==> src/rtl/pc_redirect_ctrl_pkg.sv <==
// rtl/pc_redirect_ctrl_pkg.sv - instruction constants and encodings for the PC redirect controller
package pc_redirect_ctrl_pkg;

    localparam logic [5:0] OP_RTYPE = 6'b000000;
    localparam logic [5:0] OP_J     = 6'b000010;
    localparam logic [5:0] OP_JAL   = 6'b000011;
    localparam logic [5:0] FUNCT_JR = 6'b001000;

    typedef enum logic {
        ST_RUN     = 1'b0,
        ST_JR_WAIT = 1'b1
    } state_e;

    typedef enum logic [1:0] {
        NPC_NONE   = 2'd0,
        NPC_BRANCH = 2'd1,
        NPC_JUMP   = 2'd2,
        NPC_RS     = 2'd3
    } npc_sel_e;

endpackage

==> src/rtl/pc_redirect_decode.sv <==
// rtl/pc_redirect_decode.sv - classifies the ID instruction as J/JAL/JR and forms the J-type target
module pc_redirect_decode
    import pc_redirect_ctrl_pkg::*;
(
    input  logic        id_valid,
    input  logic [5:0]  op,
    input  logic [5:0]  funct,
    input  logic [25:0] instr_addr,
    input  logic [3:0]  pc_hi,
    output logic        is_j,
    output logic        is_jal,
    output logic        is_jr,
    output logic [31:0] jump_target
);

    always_comb begin
        is_j        = id_valid && (op == OP_J);
        is_jal      = id_valid && (op == OP_JAL);
        is_jr       = id_valid && (op == OP_RTYPE) && (funct == FUNCT_JR);
        jump_target = {pc_hi, instr_addr, 2'b00};
    end

endmodule

==> src/rtl/pc_redirect_ctrl.sv <==
// rtl/pc_redirect_ctrl.sv - front-end redirect/stall sequencer with JR hazard wait and redirect statistics
module pc_redirect_ctrl
    import pc_redirect_ctrl_pkg::*;
#(
    parameter int CNT_W       = 16,
    parameter int JR_WAIT_MAX = 8
) (
    input  logic             clk,
    input  logic             rst,
    input  logic             id_valid,
    input  logic [5:0]       Op,
    input  logic [5:0]       Funct,
    input  logic [25:0]      InstrAddr,
    input  logic [31:0]      pc_plus4,
    input  logic [31:0]      rs_data,
    input  logic             jr_hazard,
    input  logic             load_use,
    input  logic             mem_busy,
    input  logic             ex_br_taken,
    input  logic [31:0]      ex_br_target,
    output logic [31:0]      npc,
    output logic             redirect,
    output logic             pc_we,
    output logic             ifid_we,
    output logic             ifid_flush,
    output logic             idex_flush,
    output logic             link_we,
    output logic             jr_timeout,
    output logic [CNT_W-1:0] redirect_cnt
);

    localparam int              WAIT_W   = $clog2(JR_WAIT_MAX + 2);
    localparam logic [WAIT_W-1:0] WAIT_SAT = WAIT_W'(JR_WAIT_MAX + 1);
    localparam logic [WAIT_W-1:0] WAIT_LIM = WAIT_W'(JR_WAIT_MAX);

    state_e            state_q, state_d;
    logic [WAIT_W-1:0] wait_cnt_q, wait_cnt_d;
    logic              timeout_q, timeout_d;
    logic [CNT_W-1:0]  cnt_q, cnt_d;
    logic              cnt_inc;
    npc_sel_e          npc_sel;

    logic        is_j, is_jal, is_jr;
    logic [31:0] jump_target;
    logic        unused_pc_low;

    assign unused_pc_low = ^pc_plus4[27:0];

    pc_redirect_decode u_decode (
        .id_valid    (id_valid),
        .op          (Op),
        .funct       (Funct),
        .instr_addr  (InstrAddr),
        .pc_hi       (pc_plus4[31:28]),
        .is_j        (is_j),
        .is_jal      (is_jal),
        .is_jr       (is_jr),
        .jump_target (jump_target)
    );

    always_comb begin
        state_d    = state_q;
        wait_cnt_d = wait_cnt_q;
        timeout_d  = timeout_q;
        cnt_inc    = 1'b0;
        npc_sel    = NPC_NONE;
        redirect   = 1'b0;
        pc_we      = 1'b1;
        ifid_we    = 1'b1;
        ifid_flush = 1'b0;
        idex_flush = 1'b0;
        link_we    = 1'b0;

        if (mem_busy) begin
            pc_we   = 1'b0;
            ifid_we = 1'b0;
        end else if (ex_br_taken) begin
            // A taken branch squashes whatever sits in ID, including a waiting JR.
            npc_sel    = NPC_BRANCH;
            redirect   = 1'b1;
            ifid_flush = 1'b1;
            idex_flush = 1'b1;
            cnt_inc    = 1'b1;
            state_d    = ST_RUN;
            wait_cnt_d = '0;
        end else if (state_q == ST_JR_WAIT) begin
            if (jr_hazard) begin
                pc_we      = 1'b0;
                ifid_we    = 1'b0;
                idex_flush = 1'b1;
                if (wait_cnt_q != WAIT_SAT) begin
                    wait_cnt_d = wait_cnt_q + 1'b1;
                end
                if (wait_cnt_q >= WAIT_LIM) begin
                    timeout_d = 1'b1;
                end
            end else begin
                npc_sel    = NPC_RS;
                redirect   = 1'b1;
                ifid_flush = 1'b1;
                cnt_inc    = 1'b1;
                state_d    = ST_RUN;
                wait_cnt_d = '0;
            end
        end else if (is_j || is_jal) begin
            // J/JAL carry no register operand, so a load-use stall never holds them.
            npc_sel    = NPC_JUMP;
            redirect   = 1'b1;
            ifid_flush = 1'b1;
            link_we    = is_jal;
            cnt_inc    = 1'b1;
        end else if (is_jr && jr_hazard) begin
            pc_we      = 1'b0;
            ifid_we    = 1'b0;
            idex_flush = 1'b1;
            state_d    = ST_JR_WAIT;
            wait_cnt_d = WAIT_W'(1);
            if (WAIT_W'(1) > WAIT_LIM) begin
                timeout_d = 1'b1;
            end
        end else if (load_use) begin
            pc_we      = 1'b0;
            ifid_we    = 1'b0;
            idex_flush = 1'b1;
        end else if (is_jr) begin
            npc_sel    = NPC_RS;
            redirect   = 1'b1;
            ifid_flush = 1'b1;
            cnt_inc    = 1'b1;
        end

        cnt_d = (cnt_inc && (cnt_q != {CNT_W{1'b1}})) ? cnt_q + 1'b1 : cnt_q;
    end

    always_comb begin
        case (npc_sel)
            NPC_BRANCH: npc = ex_br_target;
            NPC_JUMP:   npc = jump_target;
            NPC_RS:     npc = rs_data;
            default:    npc = 32'h0;
        endcase
    end

    always_ff @(posedge clk or negedge rst) begin
        if (!rst) begin
            state_q    <= ST_RUN;
            wait_cnt_q <= '0;
            timeout_q  <= 1'b0;
            cnt_q      <= '0;
        end else begin
            state_q    <= state_d;
            wait_cnt_q <= wait_cnt_d;
            timeout_q  <= timeout_d;
            cnt_q      <= cnt_d;
        end
    end

    assign jr_timeout   = timeout_q;
    assign redirect_cnt = cnt_q;

endmodule

==> config.mk <==
export PLATFORM = sky130hd
export DESIGN_NAME = pc_redirect_ctrl
export DESIGN_NICKNAME = d
export VERILOG_FILES = /design/src/rtl/pc_redirect_ctrl_pkg.sv /design/src/rtl/pc_redirect_decode.sv /design/src/rtl/pc_redirect_ctrl.sv
export SDC_FILE = /design/constraint.sdc
export NUM_CORES = 1
export LEC_CHECK = 0
export CORE_MARGIN = 2
export CORE_UTILIZATION = 40
export CTS_CLUSTER_DIAMETER = 40
export DETAILED_ROUTE_END_ITERATION = 10
export DONT_BUFFER_PORTS = 1
export RECOVER_POWER = 25
export SLEW_MARGIN = 10
export SYNTH_ARGS = -nofsm -noshare
export SYNTH_HDL_FRONTEND = slang
export SYNTH_SLANG_ARGS = --single-unit
export TNS_END_PERCENT = 30
==> constraint.sdc <==
create_clock -name clk -period 5.9 [get_ports clk]
set_input_delay 1.77 -clock clk [delete_from_list [all_inputs] [get_ports clk]]
set_output_delay 1.77 -clock clk [all_outputs]
set_load 0.01 [all_outputs]
* Word level (Yosys, flattened, before mapping) *
Cells that the tools add are included.

word-level totals
  output and inout port bits = 55
  input port bits = 141
  register bits = 22
  word-level logic and storage cells = 74

operators by class
  add/subtract/negate cells = 2
  bitwise operators = 2
  order comparisons = 1
  muxes and demuxes = 44
  eq/ne operators = 10
  reduce and logical (&&, ||, !) cells = 11

operators with widths
  operator                                             number
  one-hot mux 32 bit (3 select lines)                  1
  2-to-1 mux 1 bit                                     29
  2-to-1 mux 4 bit                                     6
  adder 16 x 1 -> 16 bit, second input constant        1
  2-to-1 mux 2 bit                                     8
  != test 16 bit, second input constant                1
  equality test 6 x 2 -> 1 bit, second input constant  2
  equality test 6 x 4 -> 1 bit, second input constant  1
  logical AND 1 bit                                    6
  zero test 6 bit                                      1
  AND reduction 5 bit                                  1
  adder 4 x 1 -> 4 bit, second input constant          1
  equality test 2 bit, second input constant           2
  >= comparator 4 bit, second input constant           1
  != test 4 x 3 -> 1 bit, second input constant        1
  != test 4 bit, second input constant                 1
  AND reduction 4 bit                                  1
  != test 3 bit, second input constant                 1
  nonzero test 3 bit                                   1
  equality test 2 x 1 -> 1 bit, second input constant  1
  NOT 1 bit                                            2
  logical OR 1 bit                                     1

* Longest topological paths before layout *
  depth after elaboration = 12
  mapped depth = 8
  mapped depth without buffers = 6

* Modules after synthesis *
Synthesis repeated with hierarchy kept, for this count alone.

unflattened totals
  cell total of the unflattened synthesis = 275
  area, all modules = 2,148.3 um^2

by module, submodules not included
  module              seq. area each (um^2)  area each (um^2)  times used  cells each
  pc_redirect_ctrl    550.5                  1,848.0           1           234
  pc_redirect_decode  0.0                    300.3             1           41

* Worst setup path after synthesis *
Ideal clock, no wire load.

  kind = input -> output
  from = input Funct[2]
  to = output redirect
  setup slack = 0.507 ns
  buffers on the path = 2
  stages on the path = 6
  required time = 4.130 ns
  data arrival time = 3.623 ns
  cell sequence = or4b_4 -> nor4_4 -> a31oi_2 -> buf_2 -> o21ai_0 -> buf_4

on the way
  cells in the longest elaborated chain, start to end = 9
  elaborated cells on any way between the ends = 10
  classes of those cells = eq/ne: 1; mux: 7; reduce/logical: 2

ends and longest elaborated chain
  element                             RTL line                  RTL
  from (decl)                         pc_redirect_ctrl.sv:12    input logic [5:0] Funct,
  equality test 6 x 4 -> 1 bit (*)    pc_redirect_decode.sv:19  is_jr = id_valid && (op == OP_RTYPE) && (funct == FUNCT_JR);
  logical AND 1 bit (*)               pc_redirect_decode.sv:19
  2-to-1 mux 1 bit (2 in series)      --
  2-to-1 mux 1 bit (*) (5 in series)  --
  to (decl)                           pc_redirect_ctrl.sv:22    output logic redirect,

Every way passes the cells marked *; elsewhere a longest branch is shown, timed or not.

* Worst setup path after layout *
  from = input Funct[2]
  to = output ifid_flush

on the way
  cells in the longest elaborated chain, start to end = 9
  elaborated cells on any way between the ends = 10
  classes of those cells = eq/ne: 1; mux: 7; reduce/logical: 2

ends and longest elaborated chain
  element                           RTL line                  RTL
  equality test 6 x 4 -> 1 bit (*)  pc_redirect_decode.sv:19
  logical AND 1 bit (*)             pc_redirect_decode.sv:19
  2-to-1 mux 1 bit                  pc_redirect_ctrl.sv:125   end else if (is_jr) begin
  2-to-1 mux 1 bit                  pc_redirect_ctrl.sv:121   end else if (load_use) begin
  2-to-1 mux 1 bit (*)              pc_redirect_ctrl.sv:112   end else if (is_jr && jr_hazard) begin
  2-to-1 mux 1 bit (*)              pc_redirect_ctrl.sv:105   end else if (is_j || is_jal) begin
  2-to-1 mux 1 bit (*)              pc_redirect_ctrl.sv:86    end else if (state_q == ST_JR_WAIT) begin
  2-to-1 mux 1 bit (*)              pc_redirect_ctrl.sv:77    end else if (ex_br_taken) begin
  2-to-1 mux 1 bit (*)              pc_redirect_ctrl.sv:74    if (mem_busy) begin
  to (decl)                         pc_redirect_ctrl.sv:25    output logic ifid_flush,

Marked as above.

==> run_results.csv <==
group,metric,value,unit
worst_setup_path,worst_r2r_path_depth,6,
run,maxCapViolCount,0,
clock_network,htree_levels,1,
placed_design,placed_instance_area,0.00212,mm²
worst_setup_path,worst-setup-path-type,"input pin to output pin",
sta,timing_worst_slew_pin_value,543,ps
placed_design,placed_cells,278,
global_route,global_route_wire_length_before_repair,9.24,mm
floorplanning,area_of_the_core_region,0.00504,mm²
route,vias_per_cell,6.33,
synth,synth.avg_cell_area,9.32,µm²
global_route,first_global_vias,1572,
sta,timing.max_slew.rel_slack,0.633,
global_route,gr-usage-met1,0.343,
sta,finalHoldViolCount,0,
finish,multi_input_comb_area,0.00140,mm²
clock_network,cts.path.max_buffers,2,
synth,portion_of_the_post_synthesis_area_used_by_sequential_elements,0.267,
hold_path,worst_hold_path_cells,1,
sta,fin_skew,5.72,ps
finish,drive_gt1_frac,0.108,
power_and_ir_drop,power_leakage,0.886,nW
synth,synth_top_cell_by_area,"sky130_fd_sc_hd__dfrtp_1",
clock_network,tritoncts_num_sinks,22,
sta,clock.fmax,188,MHz
hold_path,holdPathEnd,"jr_timeout",
floorplanning,chipHeight,75.8,µm
route,drtIter0Drc,129,
worst_setup_path,critPathLaunchType,"input pin",
floorplanning,die-width,75.8,µm
finish,post-route-cell-area,0.00219,mm²
route,wl_per_cell,23.5,µm
synth,synth_top_cells_by_area,"sky130_fd_sc_hd__dfrtp_1 27%, sky130_fd_sc_hd__mux2i_1 16%, sky130_fd_sc_hd__o2bb2ai_1 13%",
global_route,globalRouteOverflowTotal,0,
route,drt-pass1-iter-count,7,
status,status,"completed",
sta,grt_setup_unrepaired,"false",
synth,register_bit_total_from_synthesis,22,
worst_setup_path,timing.critical_path.arrival,3550,ps
floorplanning,design.portCount,196,
global_route,globalRoute.busiestLayer,"met1",
floorplanning,die_outline_area,0.00574,mm²
sta,timing_max_transition_violations_final,0,
floorplanning,rows,26,
placed_design,placement.io_buffers,0,
placed_design,place.gp.congestion,0.840,
worst_setup_path,crit_top_cell,"sky130_fd_sc_hd__buf_4",
global_route,grt_util_met2,0.283,
worst_setup_path,reg_to_reg_end,"redirect_cnt[1]",
clock_network,clk_root_buffer_cell,"sky130_fd_sc_hd__clkbuf_8",
global_route,grt_start_max_net_pins,34,
synth,async_flop_share,1.00,
synth,ys.flop_type,"sky130_fd_sc_hd__dfrtp_1",
clock_network,postCtsHoldBufs,0,
synth,postSynthNetCount,366,
floorplanning,floorplan.initialDensity,0.409,
finish,number_of_nets_at_the_end_of_the_flow,358,
clock_network,post_cts_resize_count,0,
worst_setup_path,r2r_setup_slack,3730,ps
power_and_ir_drop,max-vdd-ir-drop,0.125,mV
hold_path,hold_crit_start,"jr_timeout",
clock_network,tritoncts,"yes",
synth,post_synth_instance_area,0.00206,mm²
route,detail-route-antenna-nets,0,
worst_setup_path,critical_path.reg2reg.startpoint,"redirect_cnt[0]",
synth,netlist.area_leader.share,0.267,
worst_setup_path,worstPathRequired,4130,ps
finish,sequential_cell_area,551,µm²
clock_network,clkTransAtPathRegs,80,ps
clock_network,cts_buffers,3,
clock_network,clk-insertion-delay-late,270,ps
global_route,globalRouteMet3Util,0.103,
worst_setup_path,critical_path.max_fanout,16,
finish,layout.cells.non_filler,283,
worst_setup_path,crit_chain,"or4b_4 > nor4_4 > a31oi_4 > buf_4 > o21ai_0 > buf_4",
power_and_ir_drop,p_per_cell_area,203,mW/mm²
synth,yosysUniqueCellTypes,49,
route,postRouteWirelength,6.66,mm
global_route,global_route.usage.total,0.222,
hold_path,hp-class,"register to register",
route,via_count,1792,
route,remaining_drcs,0,
synth,synth-warning-count,0,
sta,final_period_minus_worst_setup_slack,5320,ps
sta,finalSetupViolations,0,
worst_setup_path,worstSetupEndpointType,"output pin",
global_route,grt_antenna_before_repair,3,
synth,edff_count_synth,0,
worst_setup_path,crit_path_top_delay_cell,"sky130_fd_sc_hd__or4b_4",
placed_design,dp_hpwl,5.59,mm
sta,tns,0,ps
worst_setup_path,critical_path.max_stage_delay,540,ps
finish,filler_instances,499,
sta,post-route-period-util,0.902,
clock_network,post_cts_buffers,0,
synth,synthCells,221,
finish,areaGrowthSynthToFinish,6.31,%
==> cells in the mapped netlist, types with 4 or more instances <==
master and number:
sky130_fd_sc_hd__o21ai_1 4, sky130_fd_sc_hd__dfrtp_1 22, sky130_fd_sc_hd__clkbuf_1 9, sky130_fd_sc_hd__nor2_1 6
sky130_fd_sc_hd__mux2i_1 32, sky130_fd_sc_hd__a21oi_1 7, sky130_fd_sc_hd__and3_1 8, sky130_fd_sc_hd__o2bb2ai_1 30
sky130_fd_sc_hd__nand3_1 7, sky130_fd_sc_hd__xnor2_1 13, sky130_fd_sc_hd__inv_1 7, sky130_fd_sc_hd__buf_4 4
sky130_fd_sc_hd__o211ai_1 7, sky130_fd_sc_hd__buf_2 6, sky130_fd_sc_hd__nand2_1 8, sky130_fd_sc_hd__ha_1 4
==> how the worst max path moves through the flow <==
stage / start / end / depth (start not counted) / slack [ps]
5_1_grt: Funct[2] / ifid_flush / 6 / 410
3_3_place_gp: Funct[2] / npc[7] / 6 / 570
6_report: Funct[2] / ifid_flush / 6 / 580
3_5_place_dp: Funct[2] / ifid_flush / 6 / 570
2_1_floorplan: Funct[2] / redirect / 6 / 510
4_1_cts: Funct[2] / ifid_flush / 6 / 550
==> placed cells by master, fill, tap and decap left out, types with 2 or more instances in the layout <==
| cell type | synthesis | final |
|---|---|---|
| sky130_fd_sc_hd__a21oi_1 | 7 | 7 |
| sky130_fd_sc_hd__and2_1 | 2 | 2 |
| sky130_fd_sc_hd__and3_1 | 8 | 8 |
| sky130_fd_sc_hd__and4_1 | 3 | 3 |
| sky130_fd_sc_hd__buf_4 | 4 | 7 |
| sky130_fd_sc_hd__clkbuf_8 | 0 | 3 |
| sky130_fd_sc_hd__dfrtp_1 | 22 | 22 |
| sky130_fd_sc_hd__ha_1 | 4 | 4 |
| sky130_fd_sc_hd__inv_1 | 7 | 7 |
| sky130_fd_sc_hd__mux2_1 | 3 | 3 |
| sky130_fd_sc_hd__mux2i_1 | 32 | 32 |
| sky130_fd_sc_hd__nand2_1 | 8 | 8 |
| sky130_fd_sc_hd__nand3_1 | 7 | 7 |
| sky130_fd_sc_hd__nor2_1 | 6 | 6 |
| sky130_fd_sc_hd__nor3_1 | 3 | 3 |
| sky130_fd_sc_hd__nor4bb_1 | 2 | 2 |
| sky130_fd_sc_hd__o2111ai_1 | 3 | 3 |
| sky130_fd_sc_hd__o211ai_1 | 7 | 7 |
| sky130_fd_sc_hd__o21ai_0 | 3 | 3 |
| sky130_fd_sc_hd__o21ai_1 | 4 | 4 |
| sky130_fd_sc_hd__o2bb2ai_1 | 30 | 30 |
| sky130_fd_sc_hd__or2_2 | 2 | 2 |
| sky130_fd_sc_hd__or3_1 | 2 | 2 |
| sky130_fd_sc_hd__xnor2_1 | 13 | 13 |
==> logic make-up after synthesis <==
kind of cell	share of synthesized area
AND/OR/NAND/NOR	0.158
adder cells (fa/ha/maj)	0.0243
flip-flops	0.267
AO/OA/AOI/OAI	0.259
multiplexers	0.172
buffers and inverters	0.0638
XOR/XNOR	0.0553
==> final cells by class <==
type                       instances  share of cell area
tap                               70              0.0400
multi-input combinational        172               0.639
clock buffer                       3              0.0188
sequential                        22               0.251
antenna                            1             0.00114
inverter                           7              0.0120
clock inverter                     1              0.0137
timing repair buffer               7              0.0240
==> registers in the layout, summed over array words and instances, names as in the netlist <==
| name | flops |
|---|---|
| jr_timeout | 1 |
| redirect_cnt | 16 |
| state_q | 1 |
| wait_cnt_q | 4 |
==> routing by layer <==
| layer | vias up | wire (µm) | share of wire |
|---|---|---|---|
| li1 | 833 | - | - |
| met1 | 834 | 3120 | 0.47 |
| met2 | 111 | 2720 | 0.41 |
| met3 | 8 | 772 | 0.12 |
| met4 | 6 | 14 | 0.0021 |
| met5 | - | 24 | 0.0036 |
==> per-stage QoR <==
step / utilization / worst slack, ps / total power (W) / hold slack (ps)
3_3_place_gp: 0.420 / 571 / 0.000306 / 529
2_1_floorplan: - / 507 / 0.000290 / 492
3_5_place_dp: 0.420 / 568 / 0.000309 / 536
6_report: 0.434 / 576 / 0.000446 / 548
5_1_grt: 0.434 / 414 / 0.000475 / 579
4_1_cts: 0.434 / 551 / 0.000451 / 556
==> power by group <==
group	leakage, nW	switching [W]	internal (W)
combinational	0.560	0.0000464	0.0000464
clock	0.0357	0.0000500	0.0000907
sequential	0.290	0.0000407	0.000171
==> worst max-delay path: cells and delay by family <==
family                 cells  cell delay [ps]
and+or+nand+nor            2              920
buffers and inverters      2              440
AOI/OAI and AO/OA          2              420
Power figures use the tool's default switching activity.
